$ cat config.mk
export PLATFORM = sky130hd
export DESIGN_NAME = bin2bcd_seq
export DESIGN_NICKNAME = d
export VERILOG_FILES = /design/src/rtl/bin2bcd_seq_pkg.sv /design/src/rtl/bcd_add3.sv /design/src/rtl/bin2bcd_seq.sv
export SDC_FILE = /design/constraint.sdc
export NUM_CORES = 1
export LEC_CHECK = 0
export ABC_AREA = 0
export CAP_MARGIN = 20
export CORE_MARGIN = 2
export CORE_UTILIZATION = 55
export CTS_CLUSTER_DIAMETER = 30
export DETAILED_ROUTE_END_ITERATION = 16
export PLACE_DENSITY_LB_ADDON = 0.25
export SYNTH_ARGS = -nofsm -noshare
export SYNTH_HDL_FRONTEND = slang
export SYNTH_SLANG_ARGS = --single-unit
$ cat constraint.sdc
create_clock -name clk -period 1.59 [get_ports clk]
set_input_delay 0.318 -clock clk [delete_from_list [all_inputs] [get_ports clk]]
set_output_delay 0.318 -clock clk [all_outputs]
set_load 0.01 [all_outputs]
$ cat src/rtl/bin2bcd_seq_pkg.sv
// Shared constants, FSM encoding and helpers for the sequential binary-to-BCD converter.
package bin2bcd_seq_pkg;

  localparam int unsigned BIN_W_DEF  = 27;
  localparam int unsigned DIGITS_DEF = 8;
  localparam int unsigned MAX_VAL    = 99_999_999;

  // Bit-counter width able to hold the value bits (0..bits).
  function automatic int unsigned cnt_width(input int unsigned bits);
    return $clog2(bits + 1);
  endfunction

  localparam int unsigned CNT_W = cnt_width(BIN_W_DEF);

  typedef enum logic [1:0] {
    ST_IDLE  = 2'd0,
    ST_SHIFT = 2'd1,
    ST_DONE  = 2'd2
  } state_t;

endpackage

$ cat src/rtl/bcd_add3.sv
// Double-dabble digit corrector: a digit of 5 or more gets +3 before the left shift.
module bcd_add3 (
  input  logic [3:0] digit,
  output logic [3:0] fixed
);

  assign fixed = (digit >= 4'd5) ? digit + 4'd3 : digit;

endmodule

$ cat src/rtl/bin2bcd_seq.sv
// Sequential shift-and-add-3 binary-to-BCD converter, one bit per clock, saturating at all 9s.
module bin2bcd_seq
  import bin2bcd_seq_pkg::*;
#(
  parameter int unsigned BIN_W  = BIN_W_DEF,
  parameter int unsigned DIGITS = DIGITS_DEF
) (
  input  logic                  clk,
  input  logic                  rst,
  input  logic                  start,
  input  logic [BIN_W-1:0]      bin,
  output logic                  busy,
  output logic                  done,
  output logic [4*DIGITS-1:0]   bcd_out,
  output logic                  ovf
);

  localparam int unsigned BCD_W = 4 * DIGITS;
  localparam int unsigned CW    = cnt_width(BIN_W);

  state_t             state;
  logic [BIN_W-1:0]   sh;
  logic [BCD_W-1:0]   acc;
  logic [BCD_W-1:0]   acc_adj;
  logic [CW-1:0]      cnt;
  logic               ovf_pend;

  for (genvar i = 0; i < DIGITS; i++) begin : g_digit
    bcd_add3 u_add3 (
      .digit (acc[4*i +: 4]),
      .fixed (acc_adj[4*i +: 4])
    );
  end

  always_ff @(posedge clk) begin
    if (rst) begin
      state    <= ST_IDLE;
      busy     <= 1'b0;
      done     <= 1'b0;
      bcd_out  <= '0;
      ovf      <= 1'b0;
      sh       <= '0;
      acc      <= '0;
      cnt      <= '0;
      ovf_pend <= 1'b0;
    end else begin
      done <= 1'b0;
      case (state)
        ST_IDLE: begin
          if (start) begin
            sh       <= bin;
            acc      <= '0;
            cnt      <= '0;
            ovf_pend <= 64'(bin) > 64'(MAX_VAL);
            busy     <= 1'b1;
            state    <= ST_SHIFT;
          end
        end
        ST_SHIFT: begin
          // A bit leaving the top digit can only happen for an out-of-range value; keep it sticky.
          acc      <= {acc_adj[BCD_W-2:0], sh[BIN_W-1]};
          sh       <= {sh[BIN_W-2:0], 1'b0};
          ovf_pend <= ovf_pend | acc_adj[BCD_W-1];
          cnt      <= cnt + CW'(1);
          if (cnt == CW'(BIN_W - 1)) begin
            state <= ST_DONE;
          end
        end
        ST_DONE: begin
          bcd_out <= ovf_pend ? {DIGITS{4'h9}} : acc;
          ovf     <= ovf_pend;
          done    <= 1'b1;
          busy    <= 1'b0;
          state   <= ST_IDLE;
        end
        default: begin
          busy  <= 1'b0;
          state <= ST_IDLE;
        end
      endcase
    end
  end

endmodule

==> report_table.html, run 1 <==
<table>
<tr><th>Metric</th><th>Value</th></tr>
<tr><th colspan="2">Clocking</th></tr>
<tr><td>Number of levels in the clock H-tree</td><td>3</td></tr>
<tr><td>Cell at the root of the clock tree</td><td>clkbuf_8</td></tr>
<tr><td>Number of CTS-inserted buffers</td><td>9</td></tr>
<tr><td>Number of clock sinks seen by CTS</td><td>102</td></tr>
<tr><td>Hold-fix buffers, CTS</td><td>0</td></tr>
<tr><td>Clock tree from TritonCTS</td><td>done</td></tr>
<tr><td>Clock insertion delay at the later pin of the skew report</td><td>0.39 ns</td></tr>
<tr><td>Clock-pin slew on the worst setup and hold paths</td><td>0.10 ns</td></tr>
<tr><td>Maximum clock path buffer count</td><td>2</td></tr>
<tr><th colspan="2">Routing</th></tr>
<tr><td>Wire length per cell</td><td>14.7 um</td></tr>
<tr><td>Total length of routed wires</td><td>11100 um</td></tr>
<tr><td>Detailed router's first-iteration violation count</td><td>221</td></tr>
<tr><td>Remaining antenna violation count</td><td>0</td></tr>
<tr><td>Overall via count from detail_route</td><td>4414</td></tr>
<tr><td>Drc violations</td><td>0</td></tr>
<tr><td>Via-to-Cell Ratio</td><td>5.85</td></tr>
<tr><td>First-pass detailed-route iteration total</td><td>5</td></tr>
<tr><th colspan="2">Power</th></tr>
<tr><td>Sequential fraction of design power</td><td>55.4%</td></tr>
<tr><td>Leakage power figure</td><td>2.54 nW</td></tr>
<tr><td>Sw Share</td><td>27.0%</td></tr>
<tr><td>Power density cells</td><td>823 nW/um2</td></tr>
<tr><td>Share of power burned in combinational logic</td><td>10.6%</td></tr>
<tr><td>Reported net switching power</td><td>1.30 mW</td></tr>
<tr><td>Design internal power</td><td>3.52 mW</td></tr>
<tr><td>Relative contribution of the clock network to total power</td><td>34.0%</td></tr>
<tr><td>Maximum vdd drop</td><td>0.000481 V</td></tr>
<tr><th colspan="2">Finish</th></tr>
<tr><td># nets final</td><td>692</td></tr>
<tr><td>Layout cells sized above 1</td><td>8.63%</td></tr>
<tr><td>Final design instance area without fill</td><td>5860 um2</td></tr>
<tr><td>Antenna Diode Count</td><td>0</td></tr>
<tr><td>Growth of design area from synthesis to finish</td><td>22.6%</td></tr>
<tr><td>Final cell count without fillers</td><td>754</td></tr>
<tr><th colspan="2">Critical path</th></tr>
<tr><td>Number of buffers and inverters on the critical path</td><td>1</td></tr>
<tr><td>Largest delay contributor family on the critical path</td><td>buffers and inverters</td></tr>
<tr><td>CP Capture Type</td><td>primary output</td></tr>
<tr><td>Maximum cell stage delay along the critical path</td><td>0.53 ns</td></tr>
<tr><td>Cell-by-cell trace of the critical path</td><td>clkdlybuf4s50_1</td></tr>
<tr><td>Crit-path max FO</td><td>2</td></tr>
<tr><td>Data required time of the critical path</td><td>1.27 ns</td></tr>
<tr><td>Cell with the largest stage delay on the worst path</td><td>clkdlybuf4s50_1</td></tr>
<tr><td>Nature of the critical path startpoint</td><td>flop</td></tr>
<tr><td>Critical path start-end classification</td><td>flop to primary output</td></tr>
<tr><td>Worst endpoint data arrival time</td><td>1.24 ns</td></tr>
<tr><th colspan="2">Placement</th></tr>
<tr><td>Number of buffer cells added on primary ports</td><td>64</td></tr>
<tr><td>Total placed instance area</td><td>5630 um2</td></tr>
<tr><td>Post-detail-place hpwl</td><td>7420 um</td></tr>
<tr><td>Cell Count Post-Placement</td><td>738</td></tr>
<tr><td>Routability-driven placement congestion ratio</td><td>0.832</td></tr>
<tr><th colspan="2">Yosys</th></tr>
<tr><td>Share of the synthesized area in the top cell type</td><td>42.7%</td></tr>
<tr><td>Synth Cell Area</td><td>4780 um2</td></tr>
<tr><td>Synth Warn #</td><td>0</td></tr>
<tr><td>Average instance area after synthesis</td><td>8.19 um2</td></tr>
<tr><td>Most used DFF post-synth</td><td>dfxtp_1</td></tr>
<tr><td>Dominant cells by area after synthesis</td><td>dfxtp_1 43%, nor2_1 6.8%, nor3_1 5.7%</td></tr>
<tr><td>Cells after synthesis</td><td>583</td></tr>
<tr><td>Async SR Flop Fraction</td><td>0%</td></tr>
<tr><td>Count of flip-flops with a built-in enable after synthesis</td><td>0</td></tr>
<tr><td>Synth Register Bits</td><td>102</td></tr>
<tr><td>Sequential fraction of the synthesis area</td><td>42.7%</td></tr>
<tr><td>Nets in the synthesized netlist</td><td>631</td></tr>
<tr><td>Cell taking the most area after synthesis</td><td>dfxtp_1</td></tr>
<tr><td>Count of distinct cell types in the synthesized netlist</td><td>47</td></tr>
<tr><th colspan="2">Floorplan</th></tr>
<tr><td>Effective utilization at floorplan</td><td>57.6%</td></tr>
<tr><td>Width of the chip</td><td>97.2 um</td></tr>
<tr><td>Die outline area</td><td>9450 um2</td></tr>
<tr><td>Row count</td><td>33</td></tr>
<tr><td>CORE AREA</td><td>8300 um2</td></tr>
<tr><td>Vertical die dimension</td><td>97.2 um</td></tr>
<tr><td>IO Count</td><td>65</td></tr>
<tr><th colspan="2">Timing</th></tr>
<tr><td>Final worst-path cycle share</td><td>97.7%</td></tr>
<tr><td>RSZ-0062 raised after global routing</td><td>no</td></tr>
<tr><td>Number of hold-slack violations in the final timing report</td><td>0</td></tr>
<tr><td>Tightest Pin Transition</td><td>0.395 ns</td></tr>
<tr><td>Number of failing setup endpoints in the final timing report</td><td>0</td></tr>
<tr><td>Relative slew slack</td><td>73.3%</td></tr>
<tr><td>Setup TNS Final</td><td>0 ns</td></tr>
<tr><td>Post-layout minimum cycle time</td><td>1.55 ns</td></tr>
<tr><td>Highest attainable clock frequency</td><td>644 MHz</td></tr>
<tr><td>Post-route clock skew</td><td>0.0251 ns</td></tr>
<tr><td>Final Max Tran Viols</td><td>0</td></tr>
<tr><th colspan="2">Global routing</th></tr>
<tr><td>Antenna violations before repair</td><td>0</td></tr>
<tr><td>Via count of the first global-routing pass</td><td>4095</td></tr>
<tr><td>Global routing usage summed across all routing layers</td><td>23.8%</td></tr>
<tr><td>Total gr overflow</td><td>0</td></tr>
<tr><td>Maximum number of pins on one net before global-route repair</td><td>47</td></tr>
<tr><td>Global-route wire length before repair</td><td>18900 um</td></tr>
<tr><th colspan="2">Outcome</th></tr>
<tr><td>Status</td><td>finished clean</td></tr>
<tr><th colspan="2">Worst hold path</th></tr>
<tr><td>Hold Path Class</td><td>primary input to flop</td></tr>
<tr><th colspan="2">Run</th></tr>
<tr><td>Count of maximum capacitance violations</td><td>0</td></tr>
</table>
path summary, 6_finish.rpt:
check	from	endpoint	slack (ns)	cells after the start
min reg2reg	bcd_out[1]	bcd_out[1]	0.46	2
max reg2reg	acc[29]	acc[30]	0.07	7
min	rst	sh[0]	0.34	2
max	bcd_out[14]	bcd_out[14]	0.04	1
cell type report:
| type | count | area [um2] |
|---|---|---|
| clock buffer | 10 | 138 |
| clock inverter | 6 | 60.1 |
| timing repair buffer | 91 | 943 |
| fill | 653 | 2440 |
| tap | 105 | 131 |
| multi-input combinational | 408 | 2420 |
| sequential | 102 | 2040 |
| inverter | 32 | 123 |
repair_timing:
item / in CTS / in global routing
hold endpoints to repair: 0 / 0
endpoints found under the setup margin: 16 / 22
gates resized for setup: 16 / 19
setup buffers: 0 / 0
power by group through the flow:
stage	sequential (mW)	combinational, mW	clock (mW)
3_3_place_gp	2.72	0.492	0
3_5_place_dp	2.73	0.505	0
5_1_grt	2.68	0.559	1.78
2_1_floorplan	2.72	0.310	0
6_report	2.67	0.509	1.64
4_1_cts	2.67	0.510	1.67
flip-flops by register name (all words and copies together) (netlist names):
| signal | cells |
|---|---|
| bcd_out | 32 |
| busy | 1 |
| cnt | 5 |
| state | 2 |
| done | 1 |
| sh | 27 |
| ovf_pend | 1 |
| ovf | 1 |
| acc | 32 |
metal layers:
| metal | up-vias | share of wire [%] | track usage, % |
|---|---|---|---|
| li1 | 2166 | - | - |
| met1 | 2086 | 44 | 31.7 |
| met2 | 150 | 48 | 38.9 |
| met3 | 12 | 6.0 | 3.96 |
| met4 | 0 | 1.4 | 9.10 |
| met5 | - | 0 | 0 |
cells in the final DEF (no fill, tap or decap), types with 5 or more instances in the layout:
| cell type | instances |
|---|---|
| or3_1 | 8 |
| buf_4 | 20 |
| clkdlybuf4s50_1 | 32 |
| a32oi_1 | 7 |
| ha_1 | 18 |
| nor3_1 | 54 |
| o21ai_0 | 20 |
| o22ai_1 | 11 |
| dfxtp_1 | 101 |
| nand3b_1 | 8 |
| o211ai_1 | 8 |
| a21oi_1 | 42 |
| nand3_1 | 11 |
| dlygate4sd2_1 | 16 |
| a2bb2oi_1 | 12 |
| clkbuf_8 | 10 |
| dlymetal6s2s_1 | 15 |
| o221ai_1 | 5 |
| a21o_1 | 8 |
| a221oi_1 | 8 |
| xnor2_1 | 15 |
| nand2b_1 | 8 |
| inv_1 | 30 |
| a22oi_1 | 13 |
| buf_12 | 7 |
| nand2_1 | 38 |
| nor2_1 | 87 |
metrics by stage:
step	hold slack, ns	power, mW	utilization [%]	setup slack, ns
CTS	0.337	4.85	70.0	0.000330
detailed placement	0.446	3.23	67.9	-0.0973
finish	0.341	4.82	70.6	0.0367
global route	0.372	5.01	70.6	0.00342
floorplan	0.431	3.03	-	0.266
global placement	0.438	3.22	67.9	-0.0461
cells by family (layout without fill, tap and decap cells):
logic type	count (synthesis)	count (layout)	synth area share, %
buf+inv	73	139	6.76
flops	102	102	42.7
simple gates	229	229	22.7
mux	1	1	0.210
xor+xnor	15	15	2.75
fa+ha+maj	18	18	4.71
compound gates	145	145	20.2
synth_stat cells, types with 11 or more instances:
master / count
dfxtp_1: 102
nor2_1: 87
nor3_1: 54
a21oi_1: 42
nand2_1: 38
inv_1: 30
o21ai_0: 20
ha_1: 18
clkbuf_1: 17
buf_2: 15
xnor2_1: 15
a22oi_1: 13
a2bb2oi_1: 12
nand3_1: 11
o22ai_1: 11
Power figures use the tool's default switching activity.
==> run 2: changes to the inputs <==
--- a/config.mk
+++ b/config.mk
@@ -7,7 +7,7 @@
 export LEC_CHECK = 0
 export ABC_AREA = 0
 export CAP_MARGIN = 20
-export CORE_MARGIN = 2
+export CORE_MARGIN = 4
 export CORE_UTILIZATION = 55
 export CTS_CLUSTER_DIAMETER = 30
 export DETAILED_ROUTE_END_ITERATION = 16
==> report_table.html, run 2 (same netlist as run 1, synthesis figures left out) <==
<table>
<tr><th>Metric</th><th>Value</th></tr>
<tr><th colspan="2">Outcome</th></tr>
<tr><td>Status</td><td>finished clean</td></tr>
<tr><th colspan="2">Finish</th></tr>
<tr><td>Final cell count without fillers</td><td>752</td></tr>
<tr><td>Commonest cells after routing, fill and taps aside</td><td>101 x dfxtp_1, 87 x nor2_1, 54 x nor3_1</td></tr>
<tr><td>Growth of design area from synthesis to finish</td><td>23.6%</td></tr>
<tr><td>Most frequent standard cell in the layout excluding fill and tap cells</td><td>dfxtp_1</td></tr>
<tr><td>Final design instance area without fill</td><td>5900 um2</td></tr>
<tr><td>Antenna Diode Count</td><td>0</td></tr>
<tr><td>Biggest registers after layout</td><td>acc (32), bcd_out (32), sh (27)</td></tr>
<tr><td># nets final</td><td>690</td></tr>
<tr><td>Layout cells sized above 1</td><td>8.50%</td></tr>
<tr><th colspan="2">Global routing</th></tr>
<tr><td>Maximum number of pins on one net before global-route repair</td><td>56</td></tr>
<tr><td>Via count of the first global-routing pass</td><td>4070</td></tr>
<tr><td>Global routing usage summed across all routing layers</td><td>21.6%</td></tr>
<tr><td>Most used routing layer in global routing</td><td>met2</td></tr>
<tr><td>Total gr overflow</td><td>0</td></tr>
<tr><td>Met2 demand-to-capacity share in global routing</td><td>37.2%</td></tr>
<tr><td>Global-route wire length before repair</td><td>18300 um</td></tr>
<tr><td>Fraction of met3 tracks used by global routing</td><td>4.61%</td></tr>
<tr><td>Antenna violations before repair</td><td>0</td></tr>
<tr><td>Met1 usage in global routing</td><td>27.5%</td></tr>
<tr><th colspan="2">Routing</th></tr>
<tr><td>Overall via count from detail_route</td><td>4400</td></tr>
<tr><td>First-pass detailed-route iteration total</td><td>4</td></tr>
<tr><td>Via-to-Cell Ratio</td><td>5.85</td></tr>
<tr><td>Drc violations</td><td>0</td></tr>
<tr><td>Detailed router's first-iteration violation count</td><td>199</td></tr>
<tr><td>Remaining antenna violation count</td><td>0</td></tr>
<tr><td>Total length of routed wires</td><td>10900 um</td></tr>
<tr><td>Wire length per cell</td><td>14.5 um</td></tr>
<tr><th colspan="2">Clocking</th></tr>
<tr><td>Clock tree from TritonCTS</td><td>done</td></tr>
<tr><td>Clock-pin slew on the worst setup and hold paths</td><td>0.11 ns</td></tr>
<tr><td>Setup Buffers After CTS</td><td>0</td></tr>
<tr><td>Maximum clock path buffer count</td><td>2</td></tr>
<tr><td>Number of CTS-inserted buffers</td><td>9</td></tr>
<tr><td>Clock insertion delay at the later pin of the skew report</td><td>0.37 ns</td></tr>
<tr><td>Number of clock sinks seen by CTS</td><td>102</td></tr>
<tr><td>Cell at the root of the clock tree</td><td>clkbuf_8</td></tr>
<tr><td>Number of levels in the clock H-tree</td><td>3</td></tr>
<tr><th colspan="2">Placement</th></tr>
<tr><td>Number of buffer cells added on primary ports</td><td>64</td></tr>
<tr><td>Routability-driven placement congestion ratio</td><td>0.851</td></tr>
<tr><td>Cell Count Post-Placement</td><td>736</td></tr>
<tr><td>Post-detail-place hpwl</td><td>7430 um</td></tr>
<tr><td>Total placed instance area</td><td>5590 um2</td></tr>
<tr><th colspan="2">Critical path</th></tr>
<tr><td>Data required time of the critical path</td><td>1.27 ns</td></tr>
<tr><td>Crit-path max FO</td><td>1</td></tr>
<tr><td>Cell-by-cell trace of the critical path</td><td>clkdlybuf4s50_1</td></tr>
<tr><td>Worst endpoint data arrival time</td><td>1.21 ns</td></tr>
<tr><td>Number of buffers and inverters on the critical path</td><td>1</td></tr>
<tr><td>Critical path start-end classification</td><td>flop to primary output</td></tr>
<tr><td>Largest delay contributor family on the critical path</td><td>buffers and inverters</td></tr>
<tr><td>Maximum cell stage delay along the critical path</td><td>0.52 ns</td></tr>
<tr><td>Nature of the critical path startpoint</td><td>flop</td></tr>
<tr><td>CP Capture Type</td><td>primary output</td></tr>
<tr><td>Cell with the largest stage delay on the worst path</td><td>clkdlybuf4s50_1</td></tr>
<tr><th colspan="2">Power</th></tr>
<tr><td>Total power</td><td>5.00 mW</td></tr>
<tr><td>Power density cells</td><td>848 nW/um2</td></tr>
<tr><td>Maximum vdd drop</td><td>0.000544 V</td></tr>
<tr><td>Leakage power figure</td><td>2.76 nW</td></tr>
<tr><th colspan="2">Floorplan</th></tr>
<tr><td>Vertical die dimension</td><td>101 um</td></tr>
<tr><td>Row count</td><td>33</td></tr>
<tr><td>Width of the chip</td><td>101 um</td></tr>
<tr><td>Effective utilization at floorplan</td><td>57.3%</td></tr>
<tr><td>CORE AREA</td><td>8340 um2</td></tr>
<tr><td>Die outline area</td><td>10200 um2</td></tr>
<tr><td>IO Count</td><td>65</td></tr>
<tr><th colspan="2">Timing</th></tr>
<tr><td>Relative slew slack</td><td>71.1%</td></tr>
<tr><td>Final worst-path cycle share</td><td>96.1%</td></tr>
<tr><td>RSZ-0062 raised after global routing</td><td>no</td></tr>
<tr><td>Number of failing setup endpoints in the final timing report</td><td>0</td></tr>
<tr><td>Number of hold-slack violations in the final timing report</td><td>0</td></tr>
<tr><td>Highest attainable clock frequency</td><td>654 MHz</td></tr>
<tr><td>Post-route clock skew</td><td>0.0134 ns</td></tr>
<tr><td>Tightest Pin Transition</td><td>0.432 ns</td></tr>
<tr><td>Post-layout minimum cycle time</td><td>1.53 ns</td></tr>
<tr><td>Final Max Tran Viols</td><td>0</td></tr>
<tr><th colspan="2">Run</th></tr>
<tr><td>Count of maximum capacitance violations</td><td>0</td></tr>
<tr><th colspan="2">Worst hold path</th></tr>
<tr><td>Hold Path Class</td><td>primary input to flop</td></tr>
</table>
[run 2: final timing paths]
kind	startpoint	to	slack (ns)	cells past startpoint
setup reg to reg	acc[25]	acc[25]	0.12	7
hold / removal	rst	sh[7]	0.29	2
setup / recovery	done	done	0.06	1
hold reg to reg	bcd_out[10]	bcd_out[10]	0.46	2
[run 2: final cells by class]
class | count | area [um2]
clock buffer | 9 | 124
fill | 677 | 2440
timing repair buffer | 89 | 960
clock inverter | 7 | 104
multi-input combinational | 408 | 2420
sequential | 102 | 2040
inverter | 32 | 120
tap | 105 | 131
[run 2: metrics by stage]
stage	TNS, ns	util, %	setup slack, ns	hold WS [ns]
after floorplan	0	-	0.266	0.431
after global placement	-0.148	67.0	-0.0350	0.438
after detailed placement	-1.06	67.0	-0.0819	0.447
after CTS	0	69.7	0.000622	0.281
after global routing	0	70.8	0.00426	0.290
final	0	70.8	0.0618	0.293
[run 2: what timing repair did]
action / in CTS / in global routing
hold buffers: 0 / 0
resized for setup: 3 / 34
setup endpoints to repair: 3 / 34
pin swaps: 0 / 1
[run 2: worst reg2reg max path: cells and delay by family, from the launching register on]
| kind | cells | cell delay, ns |
|---|---|---|
| compound gates | 2 | 0.38 |
| fa+ha+maj | 1 | 0.19 |
| flops | 1 | 0.38 |
| buf+inv | 1 | 0.09 |
| xor+xnor | 1 | 0.14 |
| simple gates | 2 | 0.19 |
[run 2: power breakdown]
group | internal, mW | total (mW) | switching, mW
sequential | 2.62 | 2.67 | 0.0430
combinational | 0.227 | 0.493 | 0.266
clock | 0.909 | 1.84 | 0.935
total | 3.76 | 5.00 | 1.24
[run 2: per-layer routing]
layer	up-vias	part of all wire [%]
li1	2164	-
met1	2105	44
met2	122	49
met3	9	5.5
met4	0	1.1
met5	-	0
==> run 3: changes to the inputs <==
--- a/config.mk
+++ b/config.mk
@@ -12,6 +12,7 @@
 export CTS_CLUSTER_DIAMETER = 30
 export DETAILED_ROUTE_END_ITERATION = 16
 export PLACE_DENSITY_LB_ADDON = 0.25
+export REMOVE_ABC_BUFFERS = 1
 export SYNTH_ARGS = -nofsm -noshare
 export SYNTH_HDL_FRONTEND = slang
 export SYNTH_SLANG_ARGS = --single-unit
==> report_table.html, run 3 (same netlist as run 1, synthesis figures left out) <==
<table>
<tr><th>Metric</th><th>Value</th></tr>
<tr><th colspan="2">Power</th></tr>
<tr><td>Maximum vdd drop</td><td>0.000535 V</td></tr>
<tr><td>Power density cells</td><td>833 nW/um2</td></tr>
<tr><td>Leakage power figure</td><td>2.58 nW</td></tr>
<tr><th colspan="2">Floorplan</th></tr>
<tr><td>Row count</td><td>33</td></tr>
<tr><td>Width of the chip</td><td>101 um</td></tr>
<tr><td>CORE AREA</td><td>8340 um2</td></tr>
<tr><td>Effective utilization at floorplan</td><td>57.3%</td></tr>
<tr><td>Die outline area</td><td>10200 um2</td></tr>
<tr><td>Vertical die dimension</td><td>101 um</td></tr>
<tr><td>IO Count</td><td>65</td></tr>
<tr><th colspan="2">Routing</th></tr>
<tr><td>Detailed router's first-iteration violation count</td><td>163</td></tr>
<tr><td>Drc violations</td><td>0</td></tr>
<tr><td>Wire length per cell</td><td>14.9 um</td></tr>
<tr><td>Overall via count from detail_route</td><td>4399</td></tr>
<tr><td>First-pass detailed-route iteration total</td><td>5</td></tr>
<tr><td>Via-to-Cell Ratio</td><td>5.79</td></tr>
<tr><td>Remaining antenna violation count</td><td>0</td></tr>
<tr><td>Total length of routed wires</td><td>11300 um</td></tr>
<tr><th colspan="2">Global routing</th></tr>
<tr><td>Antenna violations before repair</td><td>0</td></tr>
<tr><td>Global routing usage summed across all routing layers</td><td>22.6%</td></tr>
<tr><td>Met2 demand-to-capacity share in global routing</td><td>40.1%</td></tr>
<tr><td>Most used routing layer in global routing</td><td>met2</td></tr>
<tr><td>Met1 usage in global routing</td><td>27.9%</td></tr>
<tr><td>Global-route wire length before repair</td><td>19300 um</td></tr>
<tr><td>Via count of the first global-routing pass</td><td>4310</td></tr>
<tr><td>Fraction of met3 tracks used by global routing</td><td>2.69%</td></tr>
<tr><td>Total gr overflow</td><td>0</td></tr>
<tr><td>Maximum number of pins on one net before global-route repair</td><td>34</td></tr>
<tr><th colspan="2">Finish</th></tr>
<tr><td>Antenna Diode Count</td><td>0</td></tr>
<tr><td>Layout cells sized above 1</td><td>9.47%</td></tr>
<tr><td>Commonest cells after routing, fill and taps aside</td><td>100 x dfxtp_1, 87 x nor2_1, 54 x nor3_1</td></tr>
<tr><td>Storage element area</td><td>2040 um2</td></tr>
<tr><td>Final-layout fill cell count</td><td>671</td></tr>
<tr><td>Final design instance area without fill</td><td>5900 um2</td></tr>
<tr><td>Multi-input gate area in the final layout</td><td>2420 um2</td></tr>
<tr><td># nets final</td><td>698</td></tr>
<tr><td>Most frequent standard cell in the layout excluding fill and tap cells</td><td>dfxtp_1</td></tr>
<tr><td>Growth of design area from synthesis to finish</td><td>23.4%</td></tr>
<tr><td>Biggest registers after layout</td><td>acc (32), bcd_out (32), sh (27)</td></tr>
<tr><th colspan="2">Clocking</th></tr>
<tr><td>Hold-fix buffers, CTS</td><td>0</td></tr>
<tr><td>Clock-pin slew on the worst setup and hold paths</td><td>0.09 ns</td></tr>
<tr><td>Clock insertion delay at the later pin of the skew report</td><td>0.36 ns</td></tr>
<tr><td>Cell at the root of the clock tree</td><td>clkbuf_8</td></tr>
<tr><td>Setup Buffers After CTS</td><td>0</td></tr>
<tr><td>Number of CTS-inserted buffers</td><td>9</td></tr>
<tr><td>Clock tree from TritonCTS</td><td>done</td></tr>
<tr><td>Number of clock sinks seen by CTS</td><td>102</td></tr>
<tr><td>Number of levels in the clock H-tree</td><td>3</td></tr>
<tr><td>Maximum clock path buffer count</td><td>2</td></tr>
<tr><th colspan="2">Critical path</th></tr>
<tr><td>Data required time of the critical path</td><td>1.27 ns</td></tr>
<tr><td>Number of buffers and inverters on the critical path</td><td>1</td></tr>
<tr><td>Worst endpoint data arrival time</td><td>1.24 ns</td></tr>
<tr><td>Cell with the largest stage delay on the worst path</td><td>clkdlybuf4s50_1</td></tr>
<tr><td>Cell-by-cell trace of the critical path</td><td>clkdlybuf4s50_1</td></tr>
<tr><td>Critical path start-end classification</td><td>flop to primary output</td></tr>
<tr><td>Maximum cell stage delay along the critical path</td><td>0.54 ns</td></tr>
<tr><td>Crit-path max FO</td><td>2</td></tr>
<tr><td>Largest delay contributor family on the critical path</td><td>buffers and inverters</td></tr>
<tr><td>Nature of the critical path startpoint</td><td>flop</td></tr>
<tr><td>CP Capture Type</td><td>primary output</td></tr>
<tr><th colspan="2">Timing</th></tr>
<tr><td>Final Max Tran Viols</td><td>0</td></tr>
<tr><td>Post-layout minimum cycle time</td><td>1.56 ns</td></tr>
<tr><td>Relative slew slack</td><td>70.8%</td></tr>
<tr><td>Post-route clock skew</td><td>0.00961 ns</td></tr>
<tr><td>Number of failing setup endpoints in the final timing report</td><td>0</td></tr>
<tr><td>Final worst hold slack</td><td>0.377 ns</td></tr>
<tr><td>Number of hold-slack violations in the final timing report</td><td>0</td></tr>
<tr><td>Tightest Pin Transition</td><td>0.438 ns</td></tr>
<tr><td>Highest attainable clock frequency</td><td>641 MHz</td></tr>
<tr><td>Final worst-path cycle share</td><td>98.1%</td></tr>
<tr><td>RSZ-0062 raised after global routing</td><td>no</td></tr>
<tr><td>Final Worst Setup Slack</td><td>0.0304 ns</td></tr>
<tr><th colspan="2">Placement</th></tr>
<tr><td>Number of buffer cells added on primary ports</td><td>64</td></tr>
<tr><td>Routability-driven placement congestion ratio</td><td>0.844</td></tr>
<tr><td>Post-detail-place hpwl</td><td>7900 um</td></tr>
<tr><td>Total placed instance area</td><td>5640 um2</td></tr>
<tr><td>Placement-stage worst setup slack</td><td>-0.174 ns</td></tr>
<tr><th colspan="2">Run</th></tr>
<tr><td>Count of maximum capacitance violations</td><td>0</td></tr>
<tr><th colspan="2">Outcome</th></tr>
<tr><td>Status</td><td>finished clean</td></tr>
<tr><th colspan="2">Worst hold path</th></tr>
<tr><td>Hold Path Class</td><td>primary input to flop</td></tr>
</table>
## run 3: changes by cell type in the layout (fill, tap and decap cells not counted), moves of 2 or more
cell,before,now
dlymetal6s2s_1,31,19
dlygate4sd2_1,3,5
clkbuf_8,9,11
buf_4,20,29
inv_6,3,0
clkdlybuf4s50_1,29,39
## run 3: metrics by stage
step                util (%)  instances  power (mW)  setup TNS [ns]
floorplan                  -        542        2.96          -25.33
finish                  70.7        760        4.91               0
CTS                     70.1        760        4.92               0
global placement        67.6        744        3.22          -0.684
global route            70.7        760        5.09               0
detailed placement      67.6        744        3.24           -1.93
## run 3: timing repair
item / in CTS / in global routing
gates resized for setup: 5 / 22
endpoints found under the setup margin: 5 / 31
pin swaps: 0 / 0
## run 3: path summary, 6_finish.rpt
kind,start,cells after the start,endpoint,slack (ns)
worst max-delay path,bcd_out[2],1,bcd_out[2],0.03
worst min-delay path,rst,2,acc[12],0.38
worst max register to register,acc[28],7,ovf_pend,0.10
worst min register to register,bcd_out[22],2,bcd_out[22],0.45
## run 3: layout make-up
| type | instances | area share [%] |
|---|---|---|
| clock buffer | 12 | 2.63 |
| clock inverter | 4 | 0.934 |
| inverter | 32 | 2.04 |
| multi-input combinational | 408 | 41.0 |
| sequential | 102 | 34.7 |
| tap | 105 | 2.23 |
| timing repair buffer | 97 | 16.5 |
## run 3: routing by layer
metal	part of all wire, %	wire, um	vias up
met5	0	0	-
met4	1.2	140	0
met3	5.0	565	12
met2	52	5840	121
met1	42	4770	2087
li1	-	-	2179
## run 3: where the power goes
group	internal (mW)	switching, mW	total, mW	leakage [nW]
sequential	2.62	0.0478	2.67	0.830
clock	0.822	0.907	1.73	0.103
combinational	0.239	0.271	0.510	1.65
total	3.69	1.23	4.91	2.58
